**config.mk**
```make
export PLATFORM = sky130hd
export DESIGN_NAME = ship_controller
export DESIGN_NICKNAME = d
export VERILOG_FILES = /design/src/rtl/ship_controller.sv
export SDC_FILE = /design/constraint.sdc
export NUM_CORES = 1
export LEC_CHECK = 0
export ABC_AREA = 1
export CORE_MARGIN = 2
export CORE_UTILIZATION = 38
export CTS_CLUSTER_SIZE = 14
export DETAILED_ROUTE_END_ITERATION = 12
export SLEW_MARGIN = 10
export SYNTH_ARGS = -nofsm -noshare
export SYNTH_HDL_FRONTEND = slang
export SYNTH_HIERARCHICAL = 1
export SYNTH_SLANG_ARGS = --single-unit
```
**constraint.sdc**
```tcl
create_clock -name clk -period 5.4 [get_ports clk]
set_clock_uncertainty 0.05 [all_clocks]
set_input_delay 0.81 -clock clk [delete_from_list [all_inputs] [get_ports clk]]
set_output_delay 0.81 -clock clk [all_outputs]
set_load 0.01 [all_outputs]
```
**src/rtl/ship_controller.sv**
```systemverilog
// Player-ship controller: synchronised buttons, tick-paced saturating movement
// with hold-to-repeat, and a single-projectile shot engine.
module ship_controller #(
  parameter int POS_W        = 11,
  parameter int X_MIN        = 134,
  parameter int X_MAX        = 765,
  parameter int X_START      = 445,
  parameter int STEP         = 16,
  parameter int TICK_DIV     = 524288,
  parameter int REPEAT_TICKS = 4,
  parameter int SHOT_Y_START = 470,
  parameter int SHOT_Y_MIN   = 55,
  parameter int SHOT_STEP    = 8
) (
  input  logic             clk,
  input  logic             reset,
  input  logic             btn_left,
  input  logic             btn_right,
  input  logic             btn_fire,
  input  logic             btn_restart,
  input  logic             hit,
  output logic [POS_W-1:0] pos_x,
  output logic [POS_W-1:0] shot_x,
  output logic [POS_W-1:0] shot_y,
  output logic             shot_active,
  output logic             fire_pulse,
  output logic             moving
);

  localparam int TICK_W = $clog2(TICK_DIV);
  localparam int REP_W  = $clog2(REPEAT_TICKS + 1);

  localparam logic [TICK_W-1:0] TICK_LAST    = TICK_W'(TICK_DIV - 1);
  localparam logic [REP_W-1:0]  REP_LAST     = REP_W'(REPEAT_TICKS - 1);
  localparam logic [POS_W-1:0]  X_MIN_P      = POS_W'(X_MIN);
  localparam logic [POS_W-1:0]  X_MAX_P      = POS_W'(X_MAX);
  localparam logic [POS_W-1:0]  X_START_P    = POS_W'(X_START);
  localparam logic [POS_W-1:0]  STEP_P       = POS_W'(STEP);
  localparam logic [POS_W:0]    STEP_E       = (POS_W + 1)'(STEP);
  localparam logic [POS_W:0]    X_MAX_E      = (POS_W + 1)'(X_MAX);
  localparam logic [POS_W:0]    X_MIN_STEP_E = (POS_W + 1)'(X_MIN + STEP);
  localparam logic [POS_W-1:0]  SHOT_START_P = POS_W'(SHOT_Y_START);
  localparam logic [POS_W-1:0]  SHOT_STEP_P  = POS_W'(SHOT_STEP);
  localparam logic [POS_W-1:0]  SHOT_LIMIT_P = POS_W'(SHOT_Y_MIN + SHOT_STEP);

  localparam logic [0:0] MV_IDLE = 1'b0;
  localparam logic [0:0] MV_HOLD = 1'b1;
  localparam logic [0:0] SH_IDLE = 1'b0;
  localparam logic [0:0] SH_FLY  = 1'b1;

  logic [1:0]        left_sync_r, right_sync_r, fire_sync_r, restart_sync_r;
  logic              fire_prev_r;
  logic [TICK_W-1:0] tick_cnt_r;
  logic              fire_req_r;
  logic [0:0]        mv_state_r;
  logic [0:0]        shot_state_r;
  logic              dir_right_r;
  logic [REP_W-1:0]  rep_cnt_r;

  logic left_pressed_s, right_pressed_s, fire_pressed_s, restart_s;
  logic tick_s, fire_edge_s, dir_held_s;

  function automatic logic [POS_W-1:0] step_right(input logic [POS_W-1:0] pos);
    logic [POS_W:0] sum;
    sum = {1'b0, pos} + STEP_E;
    if (sum > X_MAX_E) step_right = X_MAX_P;
    else               step_right = sum[POS_W-1:0];
  endfunction

  function automatic logic [POS_W-1:0] step_left(input logic [POS_W-1:0] pos);
    if ({1'b0, pos} < X_MIN_STEP_E) step_left = X_MIN_P;
    else                            step_left = pos - STEP_P;
  endfunction

  assign left_pressed_s  = ~left_sync_r[1];
  assign right_pressed_s = ~right_sync_r[1];
  assign fire_pressed_s  = ~fire_sync_r[1];
  assign restart_s       = ~restart_sync_r[1];
  assign tick_s          = (tick_cnt_r == TICK_LAST);
  assign fire_edge_s     = fire_prev_r & fire_pressed_s;
  assign dir_held_s      = dir_right_r ? (right_pressed_s & ~left_pressed_s)
                                       : (left_pressed_s & ~right_pressed_s);

  // Button synchronisers (released = 1) and the previous synced fire level.
  always_ff @(posedge clk or negedge reset) begin
    if (!reset) begin
      left_sync_r    <= 2'b11;
      right_sync_r   <= 2'b11;
      fire_sync_r    <= 2'b11;
      restart_sync_r <= 2'b11;
      fire_prev_r    <= 1'b1;
    end else begin
      left_sync_r    <= {left_sync_r[0], btn_left};
      right_sync_r   <= {right_sync_r[0], btn_right};
      fire_sync_r    <= {fire_sync_r[0], btn_fire};
      restart_sync_r <= {restart_sync_r[0], btn_restart};
      fire_prev_r    <= fire_sync_r[1];
    end
  end

  // Game tick divider and the pending fire request; a request lives one tick at most.
  always_ff @(posedge clk or negedge reset) begin
    if (!reset) begin
      tick_cnt_r <= {TICK_W{1'b0}};
      fire_req_r <= 1'b0;
    end else if (restart_s) begin
      tick_cnt_r <= {TICK_W{1'b0}};
      fire_req_r <= 1'b0;
    end else begin
      tick_cnt_r <= tick_s ? {TICK_W{1'b0}} : tick_cnt_r + TICK_W'(1);
      if (fire_edge_s)  fire_req_r <= 1'b1;
      else if (tick_s)  fire_req_r <= 1'b0;
      else              fire_req_r <= fire_req_r;
    end
  end

  // Shot engine: launch from the pre-move ship position; hit wins over the tick.
  always_ff @(posedge clk or negedge reset) begin
    if (!reset) begin
      shot_state_r <= SH_IDLE;
      shot_x       <= {POS_W{1'b0}};
      shot_y       <= {POS_W{1'b0}};
      shot_active  <= 1'b0;
      fire_pulse   <= 1'b0;
    end else if (restart_s) begin
      shot_state_r <= SH_IDLE;
      shot_x       <= {POS_W{1'b0}};
      shot_y       <= {POS_W{1'b0}};
      shot_active  <= 1'b0;
      fire_pulse   <= 1'b0;
    end else begin
      fire_pulse <= 1'b0;
      if (shot_state_r == SH_FLY && hit) begin
        shot_state_r <= SH_IDLE;
        shot_active  <= 1'b0;
      end else if (tick_s) begin
        case (shot_state_r)
          SH_FLY: begin
            if (shot_y < SHOT_LIMIT_P) begin
              shot_state_r <= SH_IDLE;
              shot_active  <= 1'b0;
            end else begin
              shot_y <= shot_y - SHOT_STEP_P;
            end
          end
          SH_IDLE: begin
            if (fire_req_r) begin
              shot_x       <= pos_x;
              shot_y       <= SHOT_START_P;
              shot_active  <= 1'b1;
              fire_pulse   <= 1'b1;
              shot_state_r <= SH_FLY;
            end
          end
          default: begin
            shot_state_r <= SH_IDLE;
            shot_active  <= 1'b0;
          end
        endcase
      end
    end
  end

  // Movement FSM: first step on press, then one step every REPEAT_TICKS while held.
  always_ff @(posedge clk or negedge reset) begin
    if (!reset) begin
      mv_state_r  <= MV_IDLE;
      dir_right_r <= 1'b0;
      rep_cnt_r   <= {REP_W{1'b0}};
      pos_x       <= X_START_P;
      moving      <= 1'b0;
    end else if (restart_s) begin
      mv_state_r  <= MV_IDLE;
      dir_right_r <= 1'b0;
      rep_cnt_r   <= {REP_W{1'b0}};
      pos_x       <= X_START_P;
      moving      <= 1'b0;
    end else if (tick_s) begin
      case (mv_state_r)
        MV_IDLE: begin
          if (left_pressed_s != right_pressed_s) begin
            dir_right_r <= right_pressed_s;
            pos_x       <= right_pressed_s ? step_right(pos_x) : step_left(pos_x);
            rep_cnt_r   <= {REP_W{1'b0}};
            mv_state_r  <= MV_HOLD;
            moving      <= 1'b1;
          end
        end
        MV_HOLD: begin
          if (!dir_held_s) begin
            mv_state_r <= MV_IDLE;
            moving     <= 1'b0;
          end else if (rep_cnt_r == REP_LAST) begin
            pos_x     <= dir_right_r ? step_right(pos_x) : step_left(pos_x);
            rep_cnt_r <= {REP_W{1'b0}};
          end else begin
            rep_cnt_r <= rep_cnt_r + REP_W'(1);
          end
        end
        default: begin
          mv_state_r <= MV_IDLE;
          moving     <= 1'b0;
        end
      endcase
    end
  end

  ship_controller_chk #(
    .POS_W(POS_W), .X_MIN(X_MIN), .X_MAX(X_MAX), .X_START(X_START), .STEP(STEP),
    .TICK_DIV(TICK_DIV), .REPEAT_TICKS(REPEAT_TICKS),
    .SHOT_Y_START(SHOT_Y_START), .SHOT_Y_MIN(SHOT_Y_MIN)
  ) u_chk (.clk(clk));

endmodule

// Parameter legality checker.
module ship_controller_chk #(
  parameter int POS_W        = 11,
  parameter int X_MIN        = 134,
  parameter int X_MAX        = 765,
  parameter int X_START      = 445,
  parameter int STEP         = 16,
  parameter int TICK_DIV     = 524288,
  parameter int REPEAT_TICKS = 4,
  parameter int SHOT_Y_START = 470,
  parameter int SHOT_Y_MIN   = 55
) (
  input logic clk
);
  localparam bit PARAMS_OK = (X_MIN + STEP <= X_MAX) && (X_MIN <= X_START) &&
                             (X_START <= X_MAX) && (SHOT_Y_MIN < SHOT_Y_START) &&
                             (X_MAX < 2 ** POS_W) && (SHOT_Y_START < 2 ** POS_W) &&
                             (TICK_DIV >= 2) && (REPEAT_TICKS >= 1);

  a_params_legal: assert property (@(posedge clk) PARAMS_OK);
endmodule

```
* Yosys cells after proc, flatten, opt, wreduce, memory -nomap -nowiden
Index checks and enable logic that the tools add are counted. W data, S select, Z words.
Operators by class: $add $sub $neg 5, magnitude comparators 3, equal/unequal tests 19, mux-type cells 63, bitwise gates (word level) 8, reduce and logical (&&, ||, !) cells 8
Operator list (count):
- $mux W11 | 19
- $pmux W11 S2 | 2
- $mux W19 | 2
- $mux W1 | 30
- $add A19 B1 Y19 const B | 1
- $eq A19 B19 Y1 const B | 1
- $mux W3 | 5
- $add A11 B5 Y12 const B | 1
- $gt A12 B10 Y1 const B | 1
- $ne A3 B3 Y1 const B | 4
- $reduce_and A3 Y1 | 4
- $reduce_and A4 Y1 | 3
- $lt A11 B6 Y1 const B | 1
- $lt A11 B8 Y1 const B | 1
- $sub A11 B4 Y11 const B | 1
- $sub A11 B5 Y11 const B | 1
- $pmux W1 S2 | 4
- $ne A2 B1 Y1 const B | 3
- $ne A2 B2 Y1 const B | 3
- $ne A3 B1 Y1 const B | 2
- $ne A3 B2 Y1 const B | 2
- $pmux W3 S2 | 1
- $not A1 Y1 | 5
- $ne A4 B2 Y1 const B | 1
- other kinds (6) | 8
Word-level totals: flip-flop bits (word level) 71, output and inout port bits 36, logic and storage cells 123

* Depth between registers and ports, before layout
word-level depth 9, mapped depth 14, mapped depth without buffers 14

* Least setup slack after synthesis
No wires, ideal clock.
path type register to register, start register pos_x[5], end register pos_x[6], setup time 116 ps, data arrival time 1702 ps, slack 3531 ps, stages on the path, launching flop included 11, buffers on the path 0, clock period less this slack 1869 ps, path through dfstp_2 -> ha_1 -> nand3_1 -> nor2_1 -> nand3_1 -> o21ai_1 -> nand2_1 -> o21bai_1 -> nand2_1 -> nand2_1 -> nand2_1
Between the ends: word-level cells in the longest chain between the ends 9, elaborated cells between the ends (all ways) 14, those cells by class add/sub (2); order compare (2); mux (10)
Ends and longest elaborated chain:
- start, declared | line 22 | output logic [POS_W-1:0] pos_x,
- start signal, assigned | line 183 | pos_x <= right_pressed_s ? step_right(pos_x) : step_left(pos_x);
- start signal, assigned | line 194 | pos_x <= dir_right_r ? step_right(pos_x) : step_left(pos_x);
- $add A11 B5 Y12 | line 65 | sum = {1'b0, pos} + STEP_E;
- $gt A12 B10 Y1 | line 66 | if (sum > X_MAX_E) step_right = X_MAX_P;
- $mux W11 | line 66
- $mux W11 | line 194
- $mux W11 | line 193 | end else if (rep_cnt_r == REP_LAST) begin
- $mux W11 | line 190 | if (!dir_held_s) begin
- $pmux W11 S2 * | line 179 | case (mv_state_r)
- $mux W11 * | line 178 | end else if (tick_s) begin
- $mux W11 * | line 172 | end else if (restart_s) begin
Mark *: on every way between the ends. The rest lies on a longest branch, timed or not. The select of a mux whose other input is x is not followed. A chain may end at the register's enable or synchronous reset.

* Worst setup path in the final report
start register pos_x[8], end output port pos_x[8]
No word-level cell between the ends.

==> flow_summary_export.csv <==
group,metric,value,unit
logic_synthesis,syn_area,3600,µm²
worst_hold_path,holdCritPathClass,"reg2reg",
critical_path,rrSetupSlack,3.04,ns
sta,worst_pin_slew,0.856,ns
cts,cts_tree,"built",
placement,gp_congestion,0.837,
critical_path,worstPathRequired,4.54,ns
logic_synthesis,ys_seq_area_share,48.5,%
critical_path,critPathLaunch,"pos_x[8]$_DFFE_PN1P_",
sta,holdWs,0.310,ns
sta,fmax,418,MHz
critical_path,cp_max_fo,7,
critical_path,crit_family,"flip-flops",
floorplanning,fp.dieW,101,µm
logic_synthesis,synth_cell_types,37,
drt,drc,0,
cts,cts.clk_slew.worst_paths,0.08,ns
power_and_ir_drop,leakage,0.00199,µW
critical_path,arrival,1.53,ns
power_and_ir_drop,max-vdd-ir-drop,121,µV
cells_and_area,fin_nets,494,
power_and_ir_drop,powerDensity,392,nW/µm²
global_routing,met1_usage,22.8,%
placement,port_buffers,41,
power_and_ir_drop,sw_frac_of_total,32.5,%
drt,wire_per_inst,13.3,µm
critical_path,crit_buf_inv,1,
sta,rsz0062_at_grt,"false",
sta,min_period_over_period,44.3,%
critical_path,r2r-start,"restart_sync_r[1]$_DFF_PN1_",
drt,drt_iter0_drc,154,
logic_synthesis,syn-num-nets,455,
power_and_ir_drop,seqPwrFrac,40.5,%
floorplanning,start_util,39.1,%
cts,cts_buffers,9,
logic_synthesis,synth-edff-count,0,
sta,min_period,2.39,ns
critical_path,critPathKind,"reg2out",
placement,dp_hpwl,5.55,mm
sta,drv_slew,0,
global_routing,busiest_layer,"met2",
cts,htree_levels,3,
job,max-cap-violations,0,
global_routing,grt_overflow,0,
power_and_ir_drop,comb_power_share,27.6,%
logic_synthesis,synthFlopType,"dfrtp_1",
status,outcome,"finished clean",
critical_path,cpMaxStageDelayCell,"dfstp_2",
global_routing,grtUsageMet3,2.55,%
cts,clockBufferDepth,2,
global_routing,grt_pass1_vias,2842,
critical_path,r2r_cells,8,
critical_path,r2r_end,"shot_x[8]$_DFFE_PN0P_",
cts,cts_setup_buffers,0,
cts,clock_sinks,69,
floorplanning,dieArea,10300,µm²
cells_and_area,antenna_cells,0,
critical_path,cp-start-kind,"register",
cts,cts_root_buf,"clkbuf_8",
sta,fin_setup_tns,0,ns
floorplanning,ios,43,
drt,vias,2990,
logic_synthesis,synth_warnings,6,
global_routing,use_met2,26.5,%
logic_synthesis,syn_inst,440,
sta,max_slew_margin,42.9,%
floorplanning,core_area,9200,µm²
floorplanning,die_y,101,µm
sta,hold_viol,0,
global_routing,antenna_found_initial,0,
logic_synthesis,synth_seq_cells,69,
drt,totalWireLength,7.93,mm
cts,clk_latency,0.34,ns
drt,vias_per_cell,5.03,
cells_and_area,area_delta_synth_final,20.2,%
global_routing,grt_usage,16.7,%
global_routing,grt_max_degree,70,
power_and_ir_drop,netSwitchingPower,551,µW
floorplanning,rows,35,
critical_path,cp-endpoint,"pos_x[8]",
critical_path,end_kind,"output port",
critical_path,slowest_delay,0.62,ns
logic_synthesis,syn_area_per_cell,8.18,µm²
critical_path,path_depth,1,
drt,first_pass_iters,6,
critical_path,worstPathCellList,"clkdlybuf4s50_1",
cts,cts_hold_buffers,0,
cells_and_area,drive_gt1_share,10.1,%
power_and_ir_drop,intPower,1140,µW
cts,ctsResizeCount,0,
power_and_ir_drop,clockPowerShare,31.9,%
logic_synthesis,ys_async_sr_fraction,100,%
sta,setup_violations,0,
global_routing,grt_first_pass_wirelength,13.5,mm
drt,ant_nets,0,
==> worst min-delay path by stage <==
| stage | from | to | cells past startpoint |
|---|---|---|---|
| finish | right_sync_r[0]$_DFF_PN1_ | right_sync_r[1]$_DFF_PN1_ | 0 |
| global route | right_sync_r[0]$_DFF_PN1_ | right_sync_r[1]$_DFF_PN1_ | 0 |
| CTS | right_sync_r[0]$_DFF_PN1_ | right_sync_r[1]$_DFF_PN1_ | 0 |
| detailed placement | right_sync_r[0]$_DFF_PN1_ | right_sync_r[1]$_DFF_PN1_ | 0 |
| global placement | left_sync_r[0]$_DFF_PN1_ | left_sync_r[1]$_DFF_PN1_ | 0 |
| floorplan | fire_sync_r[0]$_DFF_PN1_ | fire_sync_r[1]$_DFF_PN1_ | 0 |
==> flip-flops by register name, indices dropped and copies added, names as in the netlist <==
signal and flops:
fire_prev_r 1, left_sync_r 2, shot_state_r 1, mv_state_r 1
shot_y 9, fire_pulse 1, fire_req_r 1, tick_cnt_r 19
fire_sync_r 2, shot_active 1, right_sync_r 2, pos_x 11
dir_right_r 1, moving 1, rep_cnt_r 3, shot_x 11
restart_sync_r 2
==> area by class of cell <==
type,count,area (µm²)
inverters,49,184
clock buffers,11,151
well taps,111,139
clock inverters,5,106
flip-flops and latches,69,1750
repair buffers,42,413
fillers,898,4870
multi-input cells,308,1590
==> layer usage <==
| metal | vias to the layer above | share of wire (%) |
|---|---|---|
| met5 | - | 0 |
| met4 | 0 | 1.5 |
| met3 | 7 | 4.9 |
| met2 | 83 | 46 |
| met1 | 1385 | 48 |
| li1 | 1515 | - |
==> layout by cell type, fill, tap and decap left out, drive strengths merged <==
cell type	netlist	final
nor2	47	47
clkdlybuf4s50	0	40
conb	1	1
inv	49	49
nor3b	2	2
nand2	105	105
nor3	8	8
ha	8	8
o22a	2	2
a21oi	6	6
buf	8	2
clkbuf	6	11
o31ai	1	1
o211ai	1	1
nand3	35	35
nand4	19	19
dfrtp	53	53
o21a	2	2
o2111ai	1	1
o21ai	48	48
and2	1	1
xnor2	5	5
xor2	10	10
bufinv	0	3
dfstp	16	16
o21bai	2	2
or2	2	2
o22ai	2	2
clkinv	0	1
clkinvlp	0	1
==> power by group through the flow <==
stage | registers (µW) | logic (µW) | clock network, µW
after floorplan | 693 | 268 | 0
after global placement | 695 | 466 | 0
after detailed placement | 697 | 470 | 0
after CTS | 688 | 472 | 553
after global routing | 700 | 531 | 574
final | 687 | 468 | 540
==> logic make-up after synthesis <==
| logic type | count (synthesis) | synth area share, % |
|---|---|---|
| simple gates | 219 | 27.7 |
| xor+xnor | 15 | 3.65 |
| buf+inv | 63 | 7.37 |
| flops | 69 | 48.5 |
| compound gates | 65 | 9.84 |
| fa+ha+maj | 8 | 2.78 |
| other cells | 1 | 0.104 |
==> synth_stat cells, types with 3 or more instances <==
cell type	count	area [µm²]
nand2_1	101	379
dfrtp_1	53	1330
inv_1	47	176
nor2_1	45	169
o21ai_0	39	195
nand3_1	31	155
nand4_1	19	119
dfstp_2	16	420
xor2_1	10	87.6
o21ai_1	9	45.0
ha_1	8	100
nor3_1	7	35.0
a21oi_1	6	30.0
xnor2_1	5	43.8
buf_4	4	30.0
clkbuf_1	4	15.0
buf_2	3	15.0
nand2_2	3	18.8
nand3_2	3	30.0
==> metrics by stage <==
| step | cells | instance area (µm²) | utilization, % | total power [µW] | setup slack (ns) |
|---|---|---|---|---|---|
| floorplan | 440 | 3600 | - | 960 | 3.53 |
| global placement | 579 | 4070 | 44.2 | 1160 | 3.09 |
| detailed placement | 579 | 4070 | 44.2 | 1170 | 3.01 |
| CTS | 595 | 4330 | 47.0 | 1710 | 2.99 |
| global route | 595 | 4330 | 47.0 | 1800 | 2.77 |
| finish | 595 | 4330 | 47.0 | 1700 | 3.01 |
Power figures use the tool's default switching activity.
